### src/rtl/lut_neuron_prog.sv
// Programmable truth-table neuron: a 2^IN_BITS-entry lookup table, cleared by an
// init sweep after reset, rewritten over a config port, read through a 2-stage valid/ready pipe.
`timescale 1ns/1ps
module lut_neuron_prog #(
  parameter int IN_BITS     = 8,
  parameter int OUT_BITS    = 1,
  parameter int DEFAULT_OUT = 0
) (
  input  logic                clk,
  input  logic                rst,
  input  logic [IN_BITS-1:0]  M0,
  input  logic                M0_valid,
  output logic                M0_ready,
  output logic [OUT_BITS-1:0] M1,
  output logic                M1_valid,
  input  logic                M1_ready,
  input  logic                cfg_we,
  input  logic [IN_BITS-1:0]  cfg_addr,
  input  logic [OUT_BITS-1:0] cfg_data,
  output logic                cfg_drop,
  output logic                init_done
);

  localparam int DEPTH = 1 << IN_BITS;

  typedef enum logic [0:0] {
    ST_INIT = 1'b0,
    ST_RUN  = 1'b1
  } state_t;

  state_t              r_state;
  state_t              w_state_nxt;
  logic [IN_BITS-1:0]  r_clr_cnt;
  logic [OUT_BITS-1:0] r_table [DEPTH];
  logic                r_cfg_drop;

  logic [IN_BITS-1:0]  r_s1_addr;
  logic                r_v1;
  logic [OUT_BITS-1:0] r_m1;
  logic                r_m1_valid;

  logic                w_advance;
  logic                w_m0_ready;
  logic                w_load;
  logic [OUT_BITS-1:0] w_rd_data;

  // Next-state decode: leave INIT once the last table entry has been cleared.
  always_comb begin
    w_state_nxt = r_state;
    case (r_state)
      ST_INIT: begin
        if (r_clr_cnt == {IN_BITS{1'b1}}) begin
          w_state_nxt = ST_RUN;
        end else begin
          w_state_nxt = ST_INIT;
        end
      end
      ST_RUN:  w_state_nxt = ST_RUN;
      default: w_state_nxt = ST_INIT;
    endcase
  end

  // State register, clear counter and discarded-write flag.
  always_ff @(posedge clk or posedge rst) begin
    if (rst) begin
      r_state    <= ST_INIT;
      r_clr_cnt  <= {IN_BITS{1'b0}};
      r_cfg_drop <= 1'b0;
    end else begin
      r_state    <= w_state_nxt;
      r_cfg_drop <= (r_state == ST_INIT) && cfg_we;
      if (r_state == ST_INIT) begin
        r_clr_cnt <= r_clr_cnt + {{(IN_BITS-1){1'b0}}, 1'b1};
      end else begin
        r_clr_cnt <= r_clr_cnt;
      end
    end
  end

  // Table storage is deliberately unreset so it can map to distributed RAM; INIT clears it.
  always_ff @(posedge clk) begin
    if (r_state == ST_INIT) begin
      r_table[r_clr_cnt] <= OUT_BITS'(DEFAULT_OUT);
    end else if (cfg_we) begin
      r_table[cfg_addr] <= cfg_data;
    end
  end

  assign w_rd_data  = r_table[r_s1_addr];
  assign w_advance  = !r_m1_valid || M1_ready;
  assign w_m0_ready = (r_state == ST_RUN) && (!r_v1 || w_advance);
  assign w_load     = M0_valid && w_m0_ready;

  // S1 holds the address; the table is read only when it moves on, so stalled entries see late writes.
  always_ff @(posedge clk or posedge rst) begin
    if (rst) begin
      r_s1_addr <= {IN_BITS{1'b0}};
      r_v1      <= 1'b0;
    end else if (w_load) begin
      r_s1_addr <= M0;
      r_v1      <= 1'b1;
    end else if (r_v1 && w_advance) begin
      r_s1_addr <= r_s1_addr;
      r_v1      <= 1'b0;
    end else begin
      r_s1_addr <= r_s1_addr;
      r_v1      <= r_v1;
    end
  end

  // S2 output register: holds while downstream stalls.
  always_ff @(posedge clk or posedge rst) begin
    if (rst) begin
      r_m1       <= {OUT_BITS{1'b0}};
      r_m1_valid <= 1'b0;
    end else if (w_advance) begin
      r_m1_valid <= r_v1;
      if (r_v1) begin
        r_m1 <= w_rd_data;
      end else begin
        r_m1 <= r_m1;
      end
    end else begin
      r_m1       <= r_m1;
      r_m1_valid <= r_m1_valid;
    end
  end

  assign M0_ready  = w_m0_ready;
  assign M1        = r_m1;
  assign M1_valid  = r_m1_valid;
  assign cfg_drop  = r_cfg_drop;
  assign init_done = (r_state == ST_RUN);

endmodule
### config.mk
export PLATFORM = sky130hd
export DESIGN_NAME = lut_neuron_prog
export DESIGN_NICKNAME = d
export VERILOG_FILES = /design/src/rtl/lut_neuron_prog.sv
export SDC_FILE = /design/constraint.sdc
export NUM_CORES = 1
export LEC_CHECK = 0
export ABC_CLOCK_PERIOD_IN_PS = 11710
export CORE_MARGIN = 2
export CORE_UTILIZATION = 40
export CTS_CLUSTER_DIAMETER = 120
export DETAILED_ROUTE_END_ITERATION = 10
export PLACE_DENSITY = 0.56
export SLEW_MARGIN = 20
export SYNTH_ARGS = -nofsm -noshare
export SYNTH_HDL_FRONTEND = slang
export SYNTH_SLANG_ARGS = --single-unit
### constraint.sdc
create_clock -name clk -period 11.71 [get_ports clk]
set_input_delay 1.7565 -clock clk [delete_from_list [all_inputs] [get_ports clk]]
set_output_delay 1.7565 -clock clk [all_outputs]
set_load 0.03 [all_outputs]
---- Word level (Yosys, flattened, before mapping) ----
Memory sizes are Yosys's and may differ from the RTL's. A register that Yosys moved wholly into a read port is not among the register bits.
Cells that the tools add are included.
cells by class
  bitwise logic cells ..................... 1
  eq/ne operators ......................... 1
  reduce and logical (&&, ||, !) cells .... 11
  mux-type cells .......................... 11
  $add $sub $neg .......................... 1
operators with widths
  cell                                          count
  two-way mux 1 bit                             9
  adder 8 x 1 -> 8 bit (second input constant)  1
  equality test 8 bit (second input constant)   1
  two-way mux 8 bit                             1
  logical AND 1 bit                             4
  zero test 1 bit                               2
  logical OR 1 bit                              2
  case mux 1 bit (2 select lines)               1
  AND reduction 2 bit                           1
  nonzero test 2 bit                            1
  NOT 1 bit                                     1
  OR reduction 1 bit                            1
storage, ports and cells
  register bits after elaboration ......... 20
  bits in writable memories ............... 256
  word-level logic and storage cells ...... 32
  memories kept ........................... 1
  input port bits ......................... 22
memories
  memory   words  bits a word  rd ports  clocked after memory_dff  write ports  RTL line  text
  r_table  256    1            1         1                         1            34        logic [OUT_BITS-1:0] r_table [DEPTH];

---- Longest topological paths before layout ----
Gate-level depths: netlist (run 1).
  word-level depth ........................ 6
  depth in mapped cells ................... 10

---- Least setup slack after synthesis (run 1) ----
No wires, ideal clock.
  path type ............................... input port to flip-flop
  start ................................... input cfg_data
  end ..................................... memory r_table[0], data pin
  library setup time ...................... 873 ps
  data arrival time ....................... 5,071 ps
  cell stages on the path ................. 1
  setup slack ............................. 5,766 ps
  cells stage by stage .................... and3_1
on the way
  cells in the longest elaborated chain, start to end .. 1
ends and longest elaborated chain
  element                             RTL line  text
  from (decl)                         19        input logic [OUT_BITS-1:0] cfg_data,
  two-way mux 1 bit (no source line)  -
  to (decl)                           34
No other way between the ends.

---- Worst setup path after layout (run 1) ----
  start ................................... input M1_ready
  end ..................................... output M0_ready
on the way
  cells in the longest elaborated chain, start to end .. 3
ends and longest elaborated chain
  element            RTL line  text
  from (decl)        16        input logic M1_ready,
  logical OR 1 bit   90        assign w_advance = !r_m1_valid || M1_ready;
  logical OR 1 bit   91        assign w_m0_ready = (r_state == ST_RUN) && (!r_v1 || w_advance);
  logical AND 1 bit  91
  to (decl)          13        output logic M0_ready,
No other way between the ends.

==> flow_summary_export.csv, run 1 <==
group,metric,value,unit
cts,root_buffer,"clkbuf_16",
logic_synthesis,synth_mux_area_share,13.4,%
setup_path,crit_top_cell,"clkdlybuf4s50_1",
pwr,vdd_drop_max,0.0887,mV
logic_synthesis,synth_top_area_share,61.1,%
placement,placed_cells,1281,
cts,h-tree-depth,1,
logic_synthesis,yosys-top-cells-count,"nor2_1, edfxtp_1, nand2_1, clkbuf_1, mux2i_1",
cts,cts_made_buffers,29,
timing,setup_slack,6.79,ns
logic_synthesis,synth_fp_nets,940,
min_path,hold_depth,1,
timing,tns,0,ns
cts,clock_sinks,277,
cts,cts_resized,0,
timing,worstMarginPinSlew,0.989,ns
floorplanning,die_h,181,µm
setup_path,cp.arrival,3.17,ns
logic_synthesis,async_flop_share,7.58,%
setup_path,worstPathMaxFanout,2,
timing,period_share,42.0,%
grt,grt_max_degree,132,
routing,vias,7487,
logic_synthesis,synth_xor_area_share,0.487,%
grt,grt-ovfl-total,0,
final_layout,final_nets,939,
setup_path,critPathRequiredTime,9.95,ns
pwr,power_frac_seq,53.6,%
timing,setup_violations,0,
logic_synthesis,syn_area,12600,µm²
final_layout,drive_gt1_share,9.71,%
setup_path,crit_chain,"clkdlybuf4s50_1 -> nand3b_1 -> and2_1 -> clkdlybuf4s50_1",
setup_path,r2r_end,"M1",
timing,finalCriticalPeriod,4.92,ns
routing,wl_met2,14.6,mm
logic_synthesis,synth_cells,917,
min_path,hold_path_startpoint,"r_s1_addr[3]",
logic_synthesis,yosysTopAreaCell,"edfxtp_1",
pwr,p_leak,3.49,nW
routing,wl_per_cell,22.6,µm
final_layout,final_area,13900,µm²
grt,grt_pass1_vias,7502,
pwr,power_switching,0.000373,W
setup_path,critPathKind,"input pin to output pin",
setup_path,startpoint_type,"input pin",
grt,grt_usage,18.7,%
timing,slew_headroom,33.9,%
final_layout,layoutNonFillerInstCount,1333,
logic_synthesis,synth_ff_type,"edfxtp_1",
timing,finalHoldViolCount,0,
cts,clk_pin_slew,0.06,ns
floorplanning,initial_core_util,40.9,%
setup_path,path_delay_family,"buffers and inverters",
setup_path,ff2ff_path_depth,7,
logic_synthesis,synth_compound_area_share,3.72,%
setup_path,reg2reg_slack,8.28,ns
logic_synthesis,synth-seq-cells,277,
status,status,"completed",
final_layout,area_growth,10.8,%
job,cap_violations,0,
floorplanning,floorplan.die_area,32900,µm²
final_layout,num-fill-cells,2741,
routing,m1WireLength,13.7,mm
routing,viasPerCell,5.62,
logic_synthesis,synth_top_family_by_area,"simple AND/OR/NAND/NOR gates",
logic_synthesis,yosysMostFrequentCell,"nor2_1",
setup_path,cpPeakStageDelay,0.67,ns
placement,pre_cts_ws,6.80,ns
placement,portBuffers,26,
min_path,worstHoldPathType,"register to register",
setup_path,cp.buffers_inverters,2,
grt,antenna_found_initial,0,
min_path,min_to,"r_s1_addr[3]",
final_layout,antenna_cells,0,
pwr,p_comb_share,0.6,%
logic_synthesis,synthAdderAreaFrac,0.0995,%
logic_synthesis,synthDistinctLibCells,55,
routing,drt_iter0_drc,746,
floorplanning,num_rows,64,
timing,fin_skew,0.0154,ns
pwr,clockPowerShare,45.8,%
routing,wl_met3,1.50,mm
logic_synthesis,yosys_warnings,0,
logic_synthesis,synth.area.top_cells,"edfxtp_1, nor2_1, mux4_1, dfrtp_1, mux4_2",
grt,grt_pass1_wl,46.2,mm
pwr,powerDensity,143,nW/µm²
logic_synthesis,syn_area_per_cell,13.7,µm²
setup_path,worstSetupPathDepth,4,
setup_path,end_kind,"output pin",
placement,dp_hpwl,18.7,mm
routing,route.detailed.drc,0,
routing,ant_nets,0,
placement,gp_congestion,0.758,
setup_path,crit_path_top_delay_cell,"clkdlybuf4s50_1",
timing,rsz0062_at_grt,"false",
floorplanning,chipWidth,181,µm
logic_synthesis,yosys.area_share.simple,13.5,%
floorplanning,boundaryPins,27,
cts,hold_buffers,0,
cts,cts_tree,"yes",
cts,clk_latency,0.54,ns
cts,clockBufferDepth,3,
pwr,p_int,0.00162,W
routing,finalWirelength,30.2,mm
placement,dpl-instance-area,13000,µm²
floorplanning,coreArea,30700,µm²
routing,top_layer_used,"met4",
cts,post_cts_buffers,0,
logic_synthesis,ys_seq_area_share,65.3,%
logic_synthesis,synth_edf_count,256,
setup_path,r2r-start,"r_s1_addr[0]",
routing,firstDrtPassIters,5,
timing,report.final.slew_viol_count,0,
timing,max_freq,203,MHz
pwr,swShare,18.7,%
## per-layer routing
metal  GRT usage (%)  vias up
li1                -     3402
met1            26.4     3889
met2            31.1      169
met3            2.40       27
met4            3.90        0
met5               0        -
## layout by cell type, fill, tap and decap left out, types with 2 or more instances in the layout
cell,netlist,final
a211oi_1,5,5
a21oi_1,3,3
a22oi_1,5,5
and2_1,3,3
buf_4,0,8
bufinv_16,0,3
clkbuf_1,44,7
clkbuf_16,0,29
clkbuf_8,0,4
clkdlybuf4s50_1,0,26
clkinv_1,0,4
clkinv_2,0,5
dfrtp_1,21,19
edfxtp_1,256,256
inv_1,3,3
mux2_2,12,12
mux2i_1,37,37
mux4_1,27,27
mux4_2,21,21
nand2_1,63,63
nand2b_1,8,8
nand3_1,29,29
nand3b_1,19,19
nand4_1,3,3
nor2_1,263,263
nor2b_1,3,3
nor3b_1,2,2
o211ai_1,2,2
o21ai_0,7,7
o21ai_1,2,2
o221ai_1,12,12
o22ai_1,7,7
o31ai_1,5,5
or3_1,4,4
xnor2_1,5,5
xor2_1,2,2
## how the worst max path moves through the flow
stage	from	end
6_report	M1_ready	M0_ready
5_1_grt	M1_ready	M0_ready
4_1_cts	M1_ready	M0_ready
3_5_place_dp	M1_ready	M0_ready
3_3_place_gp	M1_ready	M0_ready
2_1_floorplan	cfg_data	r_table[0]
## worst register-to-register path: cells and delay by family, from the launching register on
| family | cells | cell delay, ns |
|---|---|---|
| flip-flops | 1 | 0.69 |
| AO/OA/AOI/OAI | 4 | 0.74 |
| multiplexers | 1 | 0.70 |
| AND/OR/NAND/NOR | 1 | 0.38 |
| buffers and inverters | 1 | 0.79 |
## logic make-up after synthesis
| group | Yosys count |
|---|---|
| AO/OA/AOI/OAI | 61 |
| XOR/XNOR | 7 |
| adder cells (fa/ha/maj) | 1 |
| buffers and inverters | 70 |
| flip-flops | 277 |
| multiplexers | 97 |
| AND/OR/NAND/NOR | 404 |
## layout make-up
cell class	instances	area (µm²)	share of cell area (%)
well taps	396	495	3.56
flip-flops and latches	277	8220	59.0
repair buffers	35	332	2.38
multi-input cells	570	3940	28.3
inverters	3	11.3	0.0808
clock buffers	40	807	5.79
clock inverters	12	130	0.934
## stage by stage
step	utilization, %	hold WS (ns)	total power (W)
2_1_floorplan	-	0.479	0.00109
3_3_place_gp	42.2	0.492	0.00110
3_5_place_dp	42.2	0.502	0.00110
4_1_cts	45.3	0.516	0.00200
5_1_grt	45.3	0.535	0.00204
6_report	45.3	0.511	0.00199
## registers in the layout, summed over array words and instances, names as in the netlist
| name | flops |
|---|---|
| M1 | 1 |
| M1_valid | 1 |
| cfg_drop | 1 |
| init_done | 1 |
| r_clr_cnt | 8 |
| r_s1_addr | 8 |
| r_table | 256 |
| r_v1 | 1 |
## power by group through the flow
stage            logic, W  clock network, W  registers [W]
5_1_grt         0.0000126          0.000966        0.00106
2_1_floorplan  0.00000182                 0        0.00109
4_1_cts         0.0000119          0.000927        0.00106
6_report        0.0000117          0.000911        0.00107
3_5_place_dp    0.0000119                 0        0.00109
3_3_place_gp    0.0000118                 0        0.00109
Note: power is estimated with default switching activity, not from simulation.
==> run 2: changes to the inputs <==
ABC_CLOCK_PERIOD_IN_PS = 4900   (was 11710)
clock period = 4.9 ns   (was 11.71 ns; I/O delays follow)
==> flow_summary_export.csv, run 2 (synthesis gave the netlist of run 1 again) <==
group,metric,value,unit
placement,pre_cts_ws,1.17,ns
final_layout,largest_reg_flops,256,
placement,gp_congestion,0.776,
setup_path,path_delay_family,"flip-flops",
timing,report.final.slew_viol_count,0,
grt,antenna_found_initial,0,
floorplanning,boundaryPins,27,
setup_path,cp.buffers_inverters,1,
timing,setup_slack,1.70,ns
final_layout,area_growth,10.7,%
floorplanning,coreArea,30700,µm²
final_layout,final_nets,939,
routing,finalWirelength,29.1,mm
placement,portBuffers,26,
grt,grt_usage,18.0,%
timing,finalHoldViolCount,0,
status,status,"completed",
timing,rsz0062_at_grt,"false",
cts,clk_latency,0.55,ns
final_layout,drive_gt1_share,9.40,%
pwr,vdd_drop_max,0.238,mV
grt,grt_max_degree,203,
pwr,p_leak,3.47,nW
cts,clockBufferDepth,3,
cts,cts_made_buffers,29,
setup_path,worstPathMaxFanout,45,
cts,clk_pin_slew,0.06,ns
final_layout,top_regs,"r_table x256, r_clr_cnt x8, r_s1_addr x8",
cts,root_buffer,"clkbuf_16",
routing,viasPerCell,5.57,
routing,vias,7417,
job,cap_violations,0,
final_layout,layout_commonest_cell,"nor2_1",
floorplanning,chipWidth,181,µm
grt,grt_pass1_vias,7531,
floorplanning,die_h,181,µm
final_layout,top_register,"r_table",
floorplanning,initial_core_util,40.9,%
placement,dp_hpwl,18.3,mm
timing,tns,0,ns
timing,slew_headroom,31.4,%
timing,worstMarginPinSlew,1.03,ns
cts,post_cts_buffers,0,
cts,cts_resized,0,
timing,setup_violations,0,
final_layout,antenna_cells,0,
routing,ant_nets,0,
timing,finalCriticalPeriod,3.20,ns
timing,max_freq,312,MHz
setup_path,crit_chain,"buf_4 -> mux4_1 -> a22oi_1 -> a21oi_1 -> o21ai_0 -> nor3b_1 -> o221ai_2",
cts,clock_sinks,277,
grt,grt-ovfl-total,0,
final_layout,final_cell_mix,"nor2_1, edfxtp_1, nand2_1, mux2i_1",
setup_path,startpoint_type,"register",
routing,wl_per_cell,21.8,µm
setup_path,crit_path_top_delay_cell,"dfrtp_4",
routing,route.detailed.drc,0,
routing,firstDrtPassIters,5,
cts,cts_tree,"yes",
timing,period_share,65.3,%
pwr,powerDensity,337,nW/µm²
setup_path,critPathRequiredTime,5.31,ns
setup_path,end_kind,"register",
setup_path,cp.arrival,3.61,ns
grt,grt_pass1_wl,45.1,mm
setup_path,critPathKind,"register to register",
cts,hold_buffers,0,
routing,drt_iter0_drc,642,
timing,fin_skew,0.00734,ns
cts,h-tree-depth,1,
min_path,worstHoldPathType,"register to register",
setup_path,cpPeakStageDelay,0.97,ns
floorplanning,num_rows,64,
floorplanning,floorplan.die_area,32900,µm²
[run 2: where the power goes]
group	internal (W)	switching, W
Sequential	0.00255	0.0000000795
Clock	0.00123	0.000894
Combinational	0.0000170	0.0000108
[run 2: worst reg2reg max path, stage by stage, from the launching register on]
cell	delay [ns]
dfrtp_4	0.97
buf_4	0.46
mux4_1	0.60
a22oi_1	0.26
a21oi_1	0.10
o21ai_0	0.20
nor3b_1	0.34
o221ai_2	0.15
[run 2: layout make-up]
| class | count | area [µm²] |
|---|---|---|
| clock buffer | 32 | 737 |
| clock inverter | 19 | 166 |
| fill | 2774 | 16800 |
| inverter | 3 | 11.3 |
| multi-input combinational | 570 | 3940 |
| sequential | 277 | 8220 |
| tap | 396 | 495 |
| timing repair buffer | 35 | 353 |
[run 2: worst paths after layout]
path,startpoint,end,slack [ns],depth (start not counted)
setup / recovery,r_s1_addr[0],M1,1.70,7
hold / removal,r_clr_cnt[0],r_clr_cnt[0],0.55,1
setup reg to reg,r_s1_addr[0],M1,1.70,7
hold reg to reg,r_clr_cnt[0],r_clr_cnt[0],0.55,1
max in group asynchronous,rst,r_s1_addr[0],3.81,2
min in group asynchronous,rst,r_clr_cnt[1],0.59,2
[run 2: metrics by stage]
stage	std cells	hold slack, ns	util (%)	power (W)	area, µm²
after floorplan	917	0.479	-	0.00260	12600
after global placement	1281	0.543	42.3	0.00262	13000
after detailed placement	1281	0.544	42.3	0.00262	13000
after CTS	1332	0.557	45.3	0.00475	13900
after global routing	1332	0.581	45.3	0.00482	13900
final	1332	0.553	45.3	0.00470	13900
[run 2: metal layers]
layer	part of all wire, %	GRT usage [%]	up-vias
met1	45	26.4	3774
met4	1.7	4.13	0
met5	0	0	-
met3	5.7	2.32	50
li1	-	-	3403
met2	47	28.7	190
